===== config.mk =====
export PLATFORM = sky130hd
export DESIGN_NAME = mem_port_arbiter
export DESIGN_NICKNAME = d
export VERILOG_FILES = /design/src/rtl/mem_arb_pkg.sv /design/src/rtl/mem_port_arbiter_rr_pick2.sv /design/src/rtl/mem_port_arbiter.sv
export SDC_FILE = /design/constraint.sdc
export NUM_CORES = 1
export LEC_CHECK = 0
export BUFFER_PORTS_ARGS = -buffer_cell sky130_fd_sc_hd__buf_4
export CAP_MARGIN = 10
export CORE_ASPECT_RATIO = 0.7
export CORE_MARGIN = 4
export CORE_UTILIZATION = 30
export DETAILED_ROUTE_END_ITERATION = 6
export REMOVE_ABC_BUFFERS = 1
export SLEW_MARGIN = 20
export SYNTH_ARGS = -nofsm -noshare
export SYNTH_HDL_FRONTEND = slang
export SYNTH_SLANG_ARGS = --single-unit
export TNS_END_PERCENT = 10

===== constraint.sdc =====
create_clock -name pclk -period 3.96 [get_ports pclk]
set_clock_uncertainty 0.1 [all_clocks]
set_input_delay 0.198 -clock pclk [delete_from_list [all_inputs] [get_ports pclk]]
set_output_delay 0.198 -clock pclk [all_outputs]
set_load 0.03 [all_outputs]

===== src/rtl/mem_arb_pkg.sv =====
// Shared constants for the buffer-memory port arbiter: FSM encoding, owner ids, counter width.
package mem_arb_pkg;

    localparam logic [1:0] ST_IDLE  = 2'b00;
    localparam logic [1:0] ST_ISSUE = 2'b01;
    localparam logic [1:0] ST_WAIT  = 2'b10;
    localparam logic [1:0] ST_RESP  = 2'b11;

    localparam logic OWN_HOST = 1'b0;
    localparam logic OWN_ENG  = 1'b1;

    localparam int unsigned CNT_W = 2;

endpackage


===== src/rtl/mem_port_arbiter_rr_pick2.sv =====
// Two-way round-robin pick: a lone request wins, a tie goes to the side not granted last.
module rr_pick2
    import mem_arb_pkg::*;
(
    input  logic [1:0] req,
    input  logic       last,
    output logic       win,
    output logic       any
);

    // req[0] = host, req[1] = engine
    always_comb begin
        any = |req;
        win = OWN_HOST;
        if (req == 2'b11) begin
            win = ~last;
        end else if (req[1]) begin
            win = OWN_ENG;
        end
    end

endmodule


===== src/rtl/mem_port_arbiter.sv =====
// Shares one single-port buffer RAM between the host path and the serial engine,
// issuing one-cycle memory commands and returning read data after a fixed latency.
module mem_port_arbiter
    import mem_arb_pkg::*;
#(
    parameter int unsigned addr_width = 4,
    parameter int unsigned data_width = 32,
    parameter int unsigned rd_latency = 1
) (
    input  logic                  pclk,
    input  logic                  preset_i,
    input  logic                  h_req,
    input  logic                  h_we,
    input  logic [addr_width-1:0] h_addr,
    input  logic [data_width-1:0] h_wdata,
    output logic                  h_gnt,
    output logic                  h_rvalid,
    output logic [data_width-1:0] h_rdata,
    input  logic                  e_req,
    input  logic                  e_we,
    input  logic [addr_width-1:0] e_addr,
    input  logic [data_width-1:0] e_wdata,
    output logic                  e_gnt,
    output logic                  e_rvalid,
    output logic [data_width-1:0] e_rdata,
    output logic                  mem_en,
    output logic                  mem_we,
    output logic [addr_width-1:0] mem_addr,
    output logic [data_width-1:0] mem_wdata,
    input  logic [data_width-1:0] mem_rdata,
    output logic                  busy,
    output logic                  owner
);

    localparam logic [CNT_W-1:0] RD_CNT_INIT = CNT_W'(rd_latency - 1);

    logic [1:0]            state_q, state_d;
    logic [CNT_W-1:0]      cnt_q, cnt_d;
    logic                  last_q, last_d;
    logic                  owner_q, owner_d;
    logic                  cmd_we_q, cmd_we_d;
    logic [addr_width-1:0] cmd_addr_q, cmd_addr_d;
    logic [data_width-1:0] cmd_wdata_q, cmd_wdata_d;
    logic [data_width-1:0] h_rdata_q, h_rdata_d;
    logic [data_width-1:0] e_rdata_q, e_rdata_d;
    logic                  pick_win;
    logic                  pick_any;

    rr_pick2 u_pick (
        .req  ({e_req, h_req}),
        .last (last_q),
        .win  (pick_win),
        .any  (pick_any)
    );

    always_ff @(posedge pclk or posedge preset_i) begin
        if (preset_i) begin
            state_q     <= ST_IDLE;
            cnt_q       <= '0;
            last_q      <= OWN_ENG;
            owner_q     <= OWN_HOST;
            cmd_we_q    <= 1'b0;
            cmd_addr_q  <= '0;
            cmd_wdata_q <= '0;
            h_rdata_q   <= '0;
            e_rdata_q   <= '0;
        end else begin
            state_q     <= state_d;
            cnt_q       <= cnt_d;
            last_q      <= last_d;
            owner_q     <= owner_d;
            cmd_we_q    <= cmd_we_d;
            cmd_addr_q  <= cmd_addr_d;
            cmd_wdata_q <= cmd_wdata_d;
            h_rdata_q   <= h_rdata_d;
            e_rdata_q   <= e_rdata_d;
        end
    end

    // Command inputs are only looked at in IDLE; everything after works from the latched copy.
    always_comb begin
        state_d     = state_q;
        cnt_d       = cnt_q;
        last_d      = last_q;
        owner_d     = owner_q;
        cmd_we_d    = cmd_we_q;
        cmd_addr_d  = cmd_addr_q;
        cmd_wdata_d = cmd_wdata_q;
        h_rdata_d   = h_rdata_q;
        e_rdata_d   = e_rdata_q;

        case (state_q)
            ST_IDLE: begin
                if (pick_any) begin
                    owner_d = pick_win;
                    last_d  = pick_win;
                    state_d = ST_ISSUE;
                    if (pick_win == OWN_ENG) begin
                        cmd_we_d    = e_we;
                        cmd_addr_d  = e_addr;
                        cmd_wdata_d = e_wdata;
                    end else begin
                        cmd_we_d    = h_we;
                        cmd_addr_d  = h_addr;
                        cmd_wdata_d = h_wdata;
                    end
                end
            end
            ST_ISSUE: begin
                if (cmd_we_q) begin
                    state_d = ST_IDLE;
                end else begin
                    cnt_d   = RD_CNT_INIT;
                    state_d = ST_WAIT;
                end
            end
            ST_WAIT: begin
                if (cnt_q == '0) begin
                    state_d = ST_RESP;
                    if (owner_q == OWN_ENG) begin
                        e_rdata_d = mem_rdata;
                    end else begin
                        h_rdata_d = mem_rdata;
                    end
                end else begin
                    cnt_d = cnt_q - CNT_W'(1);
                end
            end
            ST_RESP: begin
                state_d = ST_IDLE;
            end
            default: begin
                state_d = ST_IDLE;
            end
        endcase
    end

    assign busy      = (state_q != ST_IDLE);
    assign owner     = owner_q;
    assign mem_en    = (state_q == ST_ISSUE);
    assign mem_we    = mem_en & cmd_we_q;
    assign mem_addr  = mem_en ? cmd_addr_q : '0;
    assign mem_wdata = mem_en ? cmd_wdata_q : '0;
    assign h_gnt     = mem_en & (owner_q == OWN_HOST);
    assign e_gnt     = mem_en & (owner_q == OWN_ENG);
    assign h_rvalid  = (state_q == ST_RESP) & (owner_q == OWN_HOST);
    assign e_rvalid  = (state_q == ST_RESP) & (owner_q == OWN_ENG);
    assign h_rdata   = h_rdata_q;
    assign e_rdata   = e_rdata_q;

endmodule

Yosys cells after proc, flatten, opt, wreduce, memory -nomap -nowiden
Index checks and enable logic that the tools add are counted.

cells by class
  mux-type cells = 14
  bitwise gates (word level) = 7
  eq/ne operators = 8
  $add $sub $neg = 1
  reduce and logical (&&, ||, !) cells = 10

operator list
  operator                                              number
  two-way mux 32 bit                                    2
  two-way mux 2 bit                                     5
  AND reduction 3 bit                                   3
  two-way mux 4 bit                                     2
  inequality test 2 bit (second input constant)         4
  case mux 2 bit (4 select lines)                       1
  equality test 2 bit (second input constant)           3
  AND 1 bit                                             5
  zero test 2 bit                                       2
  case mux 2 bit (2 select lines)                       1
  AND reduction 2 bit                                   2
  nonzero test 2 bit                                    2
  two-way mux 1 bit                                     3
  equality test 2 x 1 -> 1 bit (second input constant)  1
  inverter 1 bit                                        2
  OR reduction 2 bit                                    1
  subtractor 2 x 1 -> 2 bit (second input constant)     1

word-level totals
  output and inout bits = 108
  logic and storage cells = 49
  register bits after elaboration = 107

Depth between registers and ports, before layout
Gate-level depths: netlist (run 1).

  word-level depth = 3
  gate-level depth with buffers = 7

Hierarchy
From an unflattened synthesis (run 1), not the netlist that was laid out.

unflattened totals
  cell total of the unflattened synthesis = 382
  area total of the unflattened synthesis = 4713.3 um2

by module, submodules not included
  module            area an instance (um2)  cells an instance  times used  sequential area each (um2)
  mem_port_arbiter  4699.5                  380                1           2678.8
  rr_pick2          13.8                    2                  1           0.0

Worst setup path before layout (run 1)
No wires, ideal clock.

  path type = flip-flop to output port
  start point = reg with a tool-made name
  end point = out mem_wdata[22]
  required time = 3662 ps
  setup slack = 2231 ps
  cell stages (with the launch flop) = 6
  data arrival time = 1431 ps
  cell sequence = dfrtp_1 -> inv_1 -> ha_1 -> clkbuf_1 -> clkbuf_1 -> and2_1

RTL lines
  element           RTL line                text
  end: declaration  mem_port_arbiter.sv:29  output logic [data_width-1:0] mem_wdata,

==> results.py, run 1 <==
metrics = {
    "finish": {
        "num-fill-cells": 1434,
        "drive_gt1_frac": 0.431,
        "diodes": 0,
        "area_growth_syn_to_layout_pct": 57.0,
        "final_nets": 813,
        "multiInputGateArea_um2": 1910,
        "regArea_um2": 2680,
    },
    "detailed_routing": {
        "drc": 0,
        "wl_um": 14000,
        "dr.pass1.iters": 4,
        "viasPerCell": 4.64,
        "first_iter_violations": 150,
        "antenna_left": 0,
        "post_drt_wl_per_cell_um": 15.5,
        "vias": 4180,
    },
    "hold_path": {
        "hold_start": "h_wdata[13]",
        "hold_end": "cmd_wdata_q[13]$_DFFE_PP0P_",
        "hold_depth": 3,
        "hold_path_class": "in -> reg",
    },
    "logic_synthesis": {
        "yosysMostFrequentCell": "dfrtp_1",
        "yosysTopAreaCell": "dfrtp_1",
        "ys_top_cells_by_area": "dfrtp_1 (55%), mux2_2 (13%), a21oi_1 (7.8%), and2_1 (5.1%), nand2_1 (3.0%)",
        "synth-seq-area-share": 0.557,
        "yosys.area.top_type_share": 0.552,
        "yosysUniqueCellTypes": 32,
        "syn_area_per_cell_um2": 11.4,
        "yosysWarningCount": 0,
        "synth_area_um2": 4810,
        "synthCells": 420,
        "async_flop_share": 1.00,
        "synth_top_flop_cell": "dfrtp_1",
        "synth_common_cells": "dfrtp_1 (106), a21oi_1 (75), mux2_2 (54)",
        "synth_edf_count": 0,
        "synth_seq_cells": 107,
    },
    "grt": {
        "grt_pass1_vias": 4554,
        "grt_max_degree": 67,
        "grt.total_usage": 0.154,
        "grt_pass1_wl_um": 23100,
        "antenna_found_initial": 0,
        "gr-total-overflow": 0,
    },
    "clock_tree": {
        "clk_latency_ns": 0.34,
        "cts_tree": "yes",
        "h-tree-depth": 3,
        "cts_buffer_depth": 2,
        "postCtsSetupRepairBufs": 0,
        "root_buffer": "clkbuf_16",
        "clk_pin_slew_ns": 0.07,
        "clkSinkCount": 107,
        "cts_made_buffers": 9,
    },
    "run": {
        "drv_cap": 0,
    },
    "sta": {
        "slew_headroom": 0.338,
        "rsz0062_at_grt": "false",
        "period_share": 0.567,
        "fmaxAchievable_mhz": 445,
        "finalCriticalPeriod_ns": 2.25,
        "hold_violations": 0,
        "drv_slew": 0,
        "setup_tns_ns": 0,
        "holdWs_ns": 0.0157,
        "fin_ws_ns": 1.71,
        "worst_pin_slew_ns": 0.991,
        "setup_violations": 0,
    },
    "setup_path": {
        "r2r_slack_ns": 1.83,
        "path_max_fanout": 40,
        "r2r_end": "e_rdata[15]$_DFFE_PP0P_",
        "start_kind": "flip-flop",
        "worstSetupPathType": "reg -> out",
        "critPathArrivalTime_ns": 1.95,
        "required_ns": 3.66,
        "rr_startpoint": "state_q[0]$_DFFE_PP0P_",
        "critPathCaptureType": "primary output",
        "r2r_cells": 4,
    },
    "die": {
        "core_area_um2": 15600,
        "initial_core_util": 0.308,
        "die_w_um": 159,
        "dieArea_um2": 18100,
        "rows": 38,
        "die_height_um": 114,
        "pin_count": 218,
    },
    "placed_design": {
        "io_buffer_count": 217,
        "dp_slack_ns": 1.51,
        "gp_congestion": 0.795,
        "dp_hpwl_um": 9750,
    },
    "outcome": {
        "outcome": "complete, no violations",
    },
    "pwr": {
        "power_density_nw_per_um2": 900,
        "vdd_drop_max_mv": 0.493,
        "total_power_mw": 6.79,
        "p_leak_nw": 3.58,
    },
}
[registers in the layout, summed over array words and instances, names as in the netlist, named ones only]
| name | count |
|---|---|
| cmd_wdata_q | 32 |
| e_rdata | 32 |
| h_rdata | 32 |
| cmd_addr_q | 4 |
| cnt_q | 2 |
| cmd_we_q | 1 |
| last_q | 1 |
| owner | 1 |
| state_q | 1 |
[worst max path at each step]
| stage | startpoint | endpoint | slack [ns] | depth (start not counted) |
|---|---|---|---|---|
| 3_3_place_gp | flip-flop | cnt_q[1]$_DFFE_PP0P_ | 1.71 | 5 |
| 4_1_cts | flip-flop | mem_wdata[28] | 1.26 | 4 |
| 6_report | flip-flop | mem_wdata[28] | 1.71 | 4 |
| 3_5_place_dp | flip-flop | cnt_q[1]$_DFFE_PP0P_ | 1.51 | 5 |
| 2_1_floorplan | preset_i | async pin | 0.85 | 1 |
| 5_1_grt | flip-flop | mem_wdata[14] | 1.56 | 4 |
[cell families after synthesis]
kind of cell | synth area share
flops | 0.557
mux | 0.156
buf+inv | 0.0463
fa+ha+maj | 0.0182
simple gates | 0.126
compound gates | 0.0963
[final cells by class]
type,instances,area share
sequential,107,0.355
inverter,6,0.00332
multi-input combinational,282,0.253
tap,200,0.0332
clock inverter,7,0.0139
timing repair buffer,290,0.311
clock buffer,9,0.0298
[stage by stage]
step	cells	cell area (um^2)	utilization
floorplan	395	4610	-
global placement	816	6520	0.418
global route	901	7550	0.484
finish	901	7550	0.484
detailed placement	816	6520	0.418
CTS	900	7530	0.483
[metal layers]
| layer | vias to the layer above | GRT usage | share of wire |
|---|---|---|---|
| li1 | 1963 | - | - |
| met1 | 2037 | 0.191 | 0.43 |
| met2 | 144 | 0.261 | 0.50 |
| met3 | 36 | 0.0368 | 0.048 |
| met4 | 0 | 0.0607 | 0.030 |
| met5 | - | 0 | 0 |
[power breakdown]
group,switching [mW],leakage (nW),internal (mW)
logic,2.29,2.18,1.56
clock network,0.427,0.159,0.566
registers,0.306,1.23,1.65
total,3.02,3.58,3.78
[critical path, stage by stage (launching register included)]
cell and delay (ns):
dfrtp_1 0.41, inv_1 0.15, ha_2 0.63, and2_1 0.24
buf_4 0.16
[placed cells by master, fill, tap and decap left out, drive strengths merged, types with 3 or more instances in the layout]
cell,n
and2,39
a21oi,75
nand2,39
dfrtp,106
o21ai,3
mux2,64
a21boi,3
nor2,37
nor2b,3
buf,221
ha,7
inv,10
dlygate4sd3,69
clkbuf,9
[what timing repair did]
| action | CTS | global route |
|---|---|---|
| hold endpoints to repair | 160 | 1 |
| gates resized for setup | 0 | 0 |
| hold buffers | 68 | 1 |
(Power assumes the default switching activity.)
==> run 2, diff against run 1 <==
- clock period: 3.96 -> 2.16 ns (I/O delays scaled with it)
==> run 2 against run 1 <==
Clock power is 61% higher. Combinational power grew 89%. Via count up 5.9%. Setup slack worse by 1.6 ns. Global-route usage up 1.5 points. Critical path depth up 1. Flip-flop and latch count unchanged. Die area unchanged. Wire length is 8.7% higher. Cell count up 4.9%. Hold slack gained 0.042 ns. Critical path type unchanged. Critical endpoint is now mem_wdata[11].
==> results.py, run 2 (synthesis results as in run 1) <==
metrics = {
    "setup_path": {
        "max_stage_delay_ns": 0.41,
        "required_ns": 1.95,
        "crit_chain": "inv_1, ha_1, buf_6, and2_1, buf_4",
        "rr_startpoint": "state_q[0]$_DFFE_PP0P_",
        "critPathCaptureType": "primary output",
        "path_max_fanout": 39,
        "crit_path_top_delay_cell": "dfrtp_1",
        "r2r_slack_ns": 0.26,
        "critPathTopFamily": "buffers and inverters",
        "r2r_cells": 5,
        "start_kind": "flip-flop",
        "worstSetupPathType": "reg -> out",
        "critPathArrivalTime_ns": 1.79,
        "r2r_end": "h_rdata[25]$_DFFE_PP0P_",
        "endpoint": "mem_wdata[11]",
        "path_buf_inv": 3,
        "cp.depth": 5,
    },
    "detailed_routing": {
        "first_iter_violations": 166,
        "vias": 4425,
        "drc": 0,
        "wl_um": 15200,
        "antenna_left": 0,
        "dr.pass1.iters": 4,
        "post_drt_wl_per_cell_um": 16.1,
        "viasPerCell": 4.68,
    },
    "pwr": {
        "p_switching_mw": 5.61,
        "p_leak_nw": 3.76,
        "vdd_drop_max_mv": 0.777,
        "internal-power_mw": 6.83,
        "total_power_mw": 12.4,
        "clockPowerShare": 0.129,
        "p_comb_frac": 0.584,
        "netSwitchingFraction": 0.451,
        "seqPwrFrac": 0.288,
        "power_density_nw_per_um2": 1560,
    },
    "finish": {
        "final_cell_mix": "buf_4 (220), dlygate4sd3_1 (109), dfrtp_1 (106)",
        "drive_gt1_frac": 0.408,
        "area_growth_syn_to_layout_pct": 66.0,
        "final_nets": 857,
        "num-fill-cells": 1385,
        "layout_commonest_cell": "buf_4",
        "diodes": 0,
    },
    "run": {
        "drv_cap": 0,
    },
    "sta": {
        "worst_pin_slew_ns": 1.06,
        "hold_violations": 0,
        "period_share": 0.927,
        "setup_violations": 0,
        "drv_slew": 0,
        "fmaxAchievable_mhz": 499,
        "finalCriticalPeriod_ns": 2.00,
        "rsz0062_at_grt": "false",
        "setup_tns_ns": 0,
        "slew_headroom": 0.288,
        "fin_ws_ns": 0.157,
    },
    "grt": {
        "grt_pass1_wl_um": 24900,
        "gr-total-overflow": 0,
        "grt_pass1_vias": 4925,
        "antenna_found_initial": 0,
        "grt.total_usage": 0.169,
        "grt_max_degree": 108,
    },
    "clock_tree": {
        "postCtsSetupRepairBufs": 0,
        "cts_buffer_depth": 2,
        "cts_tree": "yes",
        "clkSinkCount": 107,
        "clk_latency_ns": 0.34,
        "root_buffer": "clkbuf_16",
        "cts_made_buffers": 9,
        "h-tree-depth": 3,
        "clk_pin_slew_ns": 0.07,
    },
    "die": {
        "pin_count": 218,
        "die_w_um": 159,
        "initial_core_util": 0.308,
        "rows": 38,
        "die_height_um": 114,
        "core_area_um2": 15600,
        "dieArea_um2": 18100,
    },
    "placed_design": {
        "gp_congestion": 0.793,
        "io_buffer_count": 217,
        "dp_slack_ns": 0.241,
        "dp_hpwl_um": 9790,
    },
    "hold_path": {
        "hold_path_class": "in -> reg",
    },
    "outcome": {
        "outcome": "complete, no violations",
    },
}
[run 2: worst min-delay path by stage]
stage	startpoint	end	slack, ns	cells past startpoint
after floorplan	h_req	last_q$_DFFE_PP1P_	0.08	1
after global placement	preset_i	e_rdata[6]$_DFFE_PP0P_	0.20	3
after detailed placement	preset_i	e_rdata[0]$_DFFE_PP0P_	0.21	3
after CTS	e_req	owner$_DFFE_PP0P_	0.04	4
after global routing	e_req	owner$_DFFE_PP0P_	0.09	4
final	e_req	owner$_DFFE_PP0P_	0.06	4
[run 2: layout make-up]
class                   count  area, um^2  share of cell area
repair buffers            334        2830               0.355
well taps                 200         250              0.0313
multi-input cells         282        1910               0.239
clock buffers              10         229              0.0287
clock inverters             6        56.3             0.00705
flip-flops and latches    107        2680               0.336
inverters                   6        25.0             0.00313
[run 2: power groups by stage]
stage	logic, mW	clock network (mW)	registers [mW]
2_1_floorplan	3.15	0	4.76
3_3_place_gp	7.02	0	3.56
3_5_place_dp	7.11	0	3.61
4_1_cts	7.30	1.67	3.58
5_1_grt	7.74	1.75	3.71
6_report	7.26	1.60	3.58
[run 2: worst reg2reg max path, stage by stage (launching register included)]
cell      delay (ns)
dfrtp_1         0.42
inv_1           0.16
ha_1            0.35
nand3b_4        0.23
buf_12          0.22
mux2_1          0.32
[run 2: layer usage]
metal,up-vias,share of wire,global-route usage
li1,2054,-,-
met1,2156,0.39,0.192
met2,158,0.52,0.300
met3,57,0.054,0.0491
met4,0,0.036,0.0723
met5,-,0,0
[run 2: stage by stage]
stage,hold slack [ns],cells,area (um^2),util
floorplan,0.0810,395,4610,-
detailed placement,0.209,820,6600,0.423
finish,0.0579,945,7980,0.512
CTS,0.0434,945,7980,0.512
global placement,0.199,820,6600,0.423
global route,0.0914,945,7980,0.512
[run 2: timing repair]
| action | CTS | global route |
|---|---|---|
| endpoints found under the setup margin | 0 | 28 |
| hold endpoints to repair | 208 | 0 |
| gates resized for setup | 0 | 1 |
| hold buffers | 109 | 0 |
==> run 3, diff against run 2 <==
- CORE_ASPECT_RATIO: 0.7 -> not set
- PLACE_DENSITY: not set -> 0.65
==> run 3 against run 2 <==
Maximum frequency shrank 1.6%. Count of clock-buffer cells in the layout is the same. Critical path depth is the same. Die area shrank 0.18%. Non-clock buffer count shrank 1. Clock power is essentially flat. Utilization shrank 0.52 points. Via count grew 0.20%. Register-to-register slack lost 0.10 ns. Total power is essentially flat.
==> results.py, run 3 (synthesis results as in run 1) <==
metrics = {
    "clock_tree": {
        "clk_pin_slew_ns": 0.07,
        "cts_buffer_depth": 2,
        "cts_tree": "yes",
        "clk_latency_ns": 0.34,
        "cts_made_buffers": 9,
        "postCtsSetupRepairBufs": 0,
        "root_buffer": "clkbuf_16",
        "h-tree-depth": 3,
        "clkSinkCount": 107,
    },
    "grt": {
        "grt.total_usage": 0.165,
        "grt_pass1_vias": 4846,
        "grt_pass1_wl_um": 24100,
        "antenna_found_initial": 0,
        "grt_max_degree": 58,
        "gr-total-overflow": 0,
    },
    "setup_path": {
        "critPathArrivalTime_ns": 1.83,
        "path_max_fanout": 39,
        "required_ns": 1.95,
        "worstSetupPathType": "reg -> out",
        "critPathCaptureType": "primary output",
        "r2r_slack_ns": 0.16,
        "r2r_end": "h_rdata[26]$_DFFE_PP0P_",
        "r2r_cells": 4,
        "rr_startpoint": "state_q[0]$_DFFE_PP0P_",
        "start_kind": "flip-flop",
    },
    "die": {
        "die_w_um": 135,
        "pin_count": 218,
        "die_height_um": 135,
        "dieArea_um2": 18100,
        "rows": 46,
        "core_area_um2": 15800,
        "initial_core_util": 0.305,
    },
    "sta": {
        "worst_pin_slew_ns": 1.04,
        "setup_tns_ns": 0,
        "period_share": 0.942,
        "slew_headroom": 0.306,
        "setup_violations": 0,
        "rsz0062_at_grt": "false",
        "fmaxAchievable_mhz": 491,
        "fin_ws_ns": 0.125,
        "hold_violations": 0,
        "finalCriticalPeriod_ns": 2.04,
        "drv_slew": 0,
    },
    "detailed_routing": {
        "viasPerCell": 4.62,
        "met1_length_um": 5690,
        "top_layer_used": "met4",
        "first_iter_violations": 209,
        "dr.pass1.iters": 6,
        "wl_um": 15000,
        "vias": 4434,
        "met2_length_um": 7990,
        "drc": 0,
        "antenna_left": 0,
        "wl_met3_um": 681,
        "post_drt_wl_per_cell_um": 15.6,
    },
    "hold_path": {
        "hold_start": "e_req",
        "hold_path_class": "in -> reg",
        "hold_end": "owner$_DFFE_PP0P_",
        "hold_depth": 4,
    },
    "placed_design": {
        "dp_slack_ns": 0.0855,
        "gp_congestion": 0.780,
        "dpl.cell_count": 835,
        "io_buffer_count": 217,
        "dp_hpwl_um": 9740,
    },
    "run": {
        "drv_cap": 0,
    },
    "pwr": {
        "vdd_drop_max_mv": 0.893,
        "p_leak_nw": 3.75,
        "power_density_nw_per_um2": 1560,
        "total_power_mw": 12.4,
    },
    "finish": {
        "regArea_um2": 2680,
        "area_growth_syn_to_layout_pct": 66.2,
        "post_layout_nonfiller_instances": 960,
        "diodes": 0,
        "layout_commonest_cell": "buf_4",
        "multiInputGateArea_um2": 1910,
        "final_nets": 856,
        "drive_gt1_frac": 0.410,
        "final_cell_mix": "buf_4 (221), dlygate4sd3_1 (109), dfrtp_1 (106)",
        "num-fill-cells": 1402,
    },
    "outcome": {
        "outcome": "complete, no violations",
    },
}
## run 3: cell count changes in the layout (fill, tap and decap cells not counted), sizes merged
cell,before,now
buf,225,224
clkinvlp,1,2
inv,10,9
## run 3: worst max-delay path by stage
stage	from	end	slack [ns]	depth (start not counted)
6_report	flip-flop	mem_wdata[21]	0.12	5
3_5_place_dp	state_q[0]$_DFFE_PP0P_	h_rdata[26]$_DFFE_PP0P_	0.09	4
5_1_grt	flip-flop	mem_wdata[28]	0.005	5
2_1_floorplan	preset_i	async pin	-0.86	1
3_3_place_gp	state_q[0]$_DFFE_PP0P_	h_rdata[25]$_DFFE_PP0P_	0.17	4
4_1_cts	state_q[0]$_DFFE_PP0P_	h_rdata[26]$_DFFE_PP0P_	0.07	4
## run 3: critical path: stages, from the launching register on
cell     delay (ns)
dfrtp_1        0.40
inv_1          0.17
ha_1           0.19
buf_4          0.31
and2_1         0.21
buf_4          0.17
## run 3: final cells by class
type                       count  share of cell area
sequential                   107               0.335
clock inverter                 6             0.00689
tap                          216              0.0338
inverter                       6             0.00313
timing repair buffer         333               0.352
multi-input combinational    282               0.239
clock buffer                  10              0.0299
## run 3: routing by layer
metal	GRT usage	vias to the layer above
li1	-	2044
met1	0.189	2181
met2	0.294	163
met3	0.0250	46
met4	0.0939	0
met5	0	-
## run 3: repair_timing
| action | CTS | global route |
|---|---|---|
| endpoints found under the hold margin | 143 | 0 |
| endpoints found under the setup margin | 0 | 9 |
| gates resized for setup | 0 | 1 |
| hold buffers | 109 | 0 |
## run 3: where the power goes
part | switching (mW) | total (mW) | internal [mW] | leakage, nW
combinational | 4.26 | 7.22 | 2.96 | 2.38
clock | 0.781 | 1.62 | 0.837 | 0.139
sequential | 0.577 | 3.61 | 3.03 | 1.23
## run 3: through the flow
stage | hold slack, ns | utilization | instance area [um^2]
floorplan | 0.0810 | - | 4610
global placement | 0.115 | 0.419 | 6600
detailed placement | 0.117 | 0.419 | 6600
CTS | 0.0117 | 0.507 | 7990
global route | 0.0809 | 0.507 | 7990
finish | 0.0376 | 0.507 | 7990
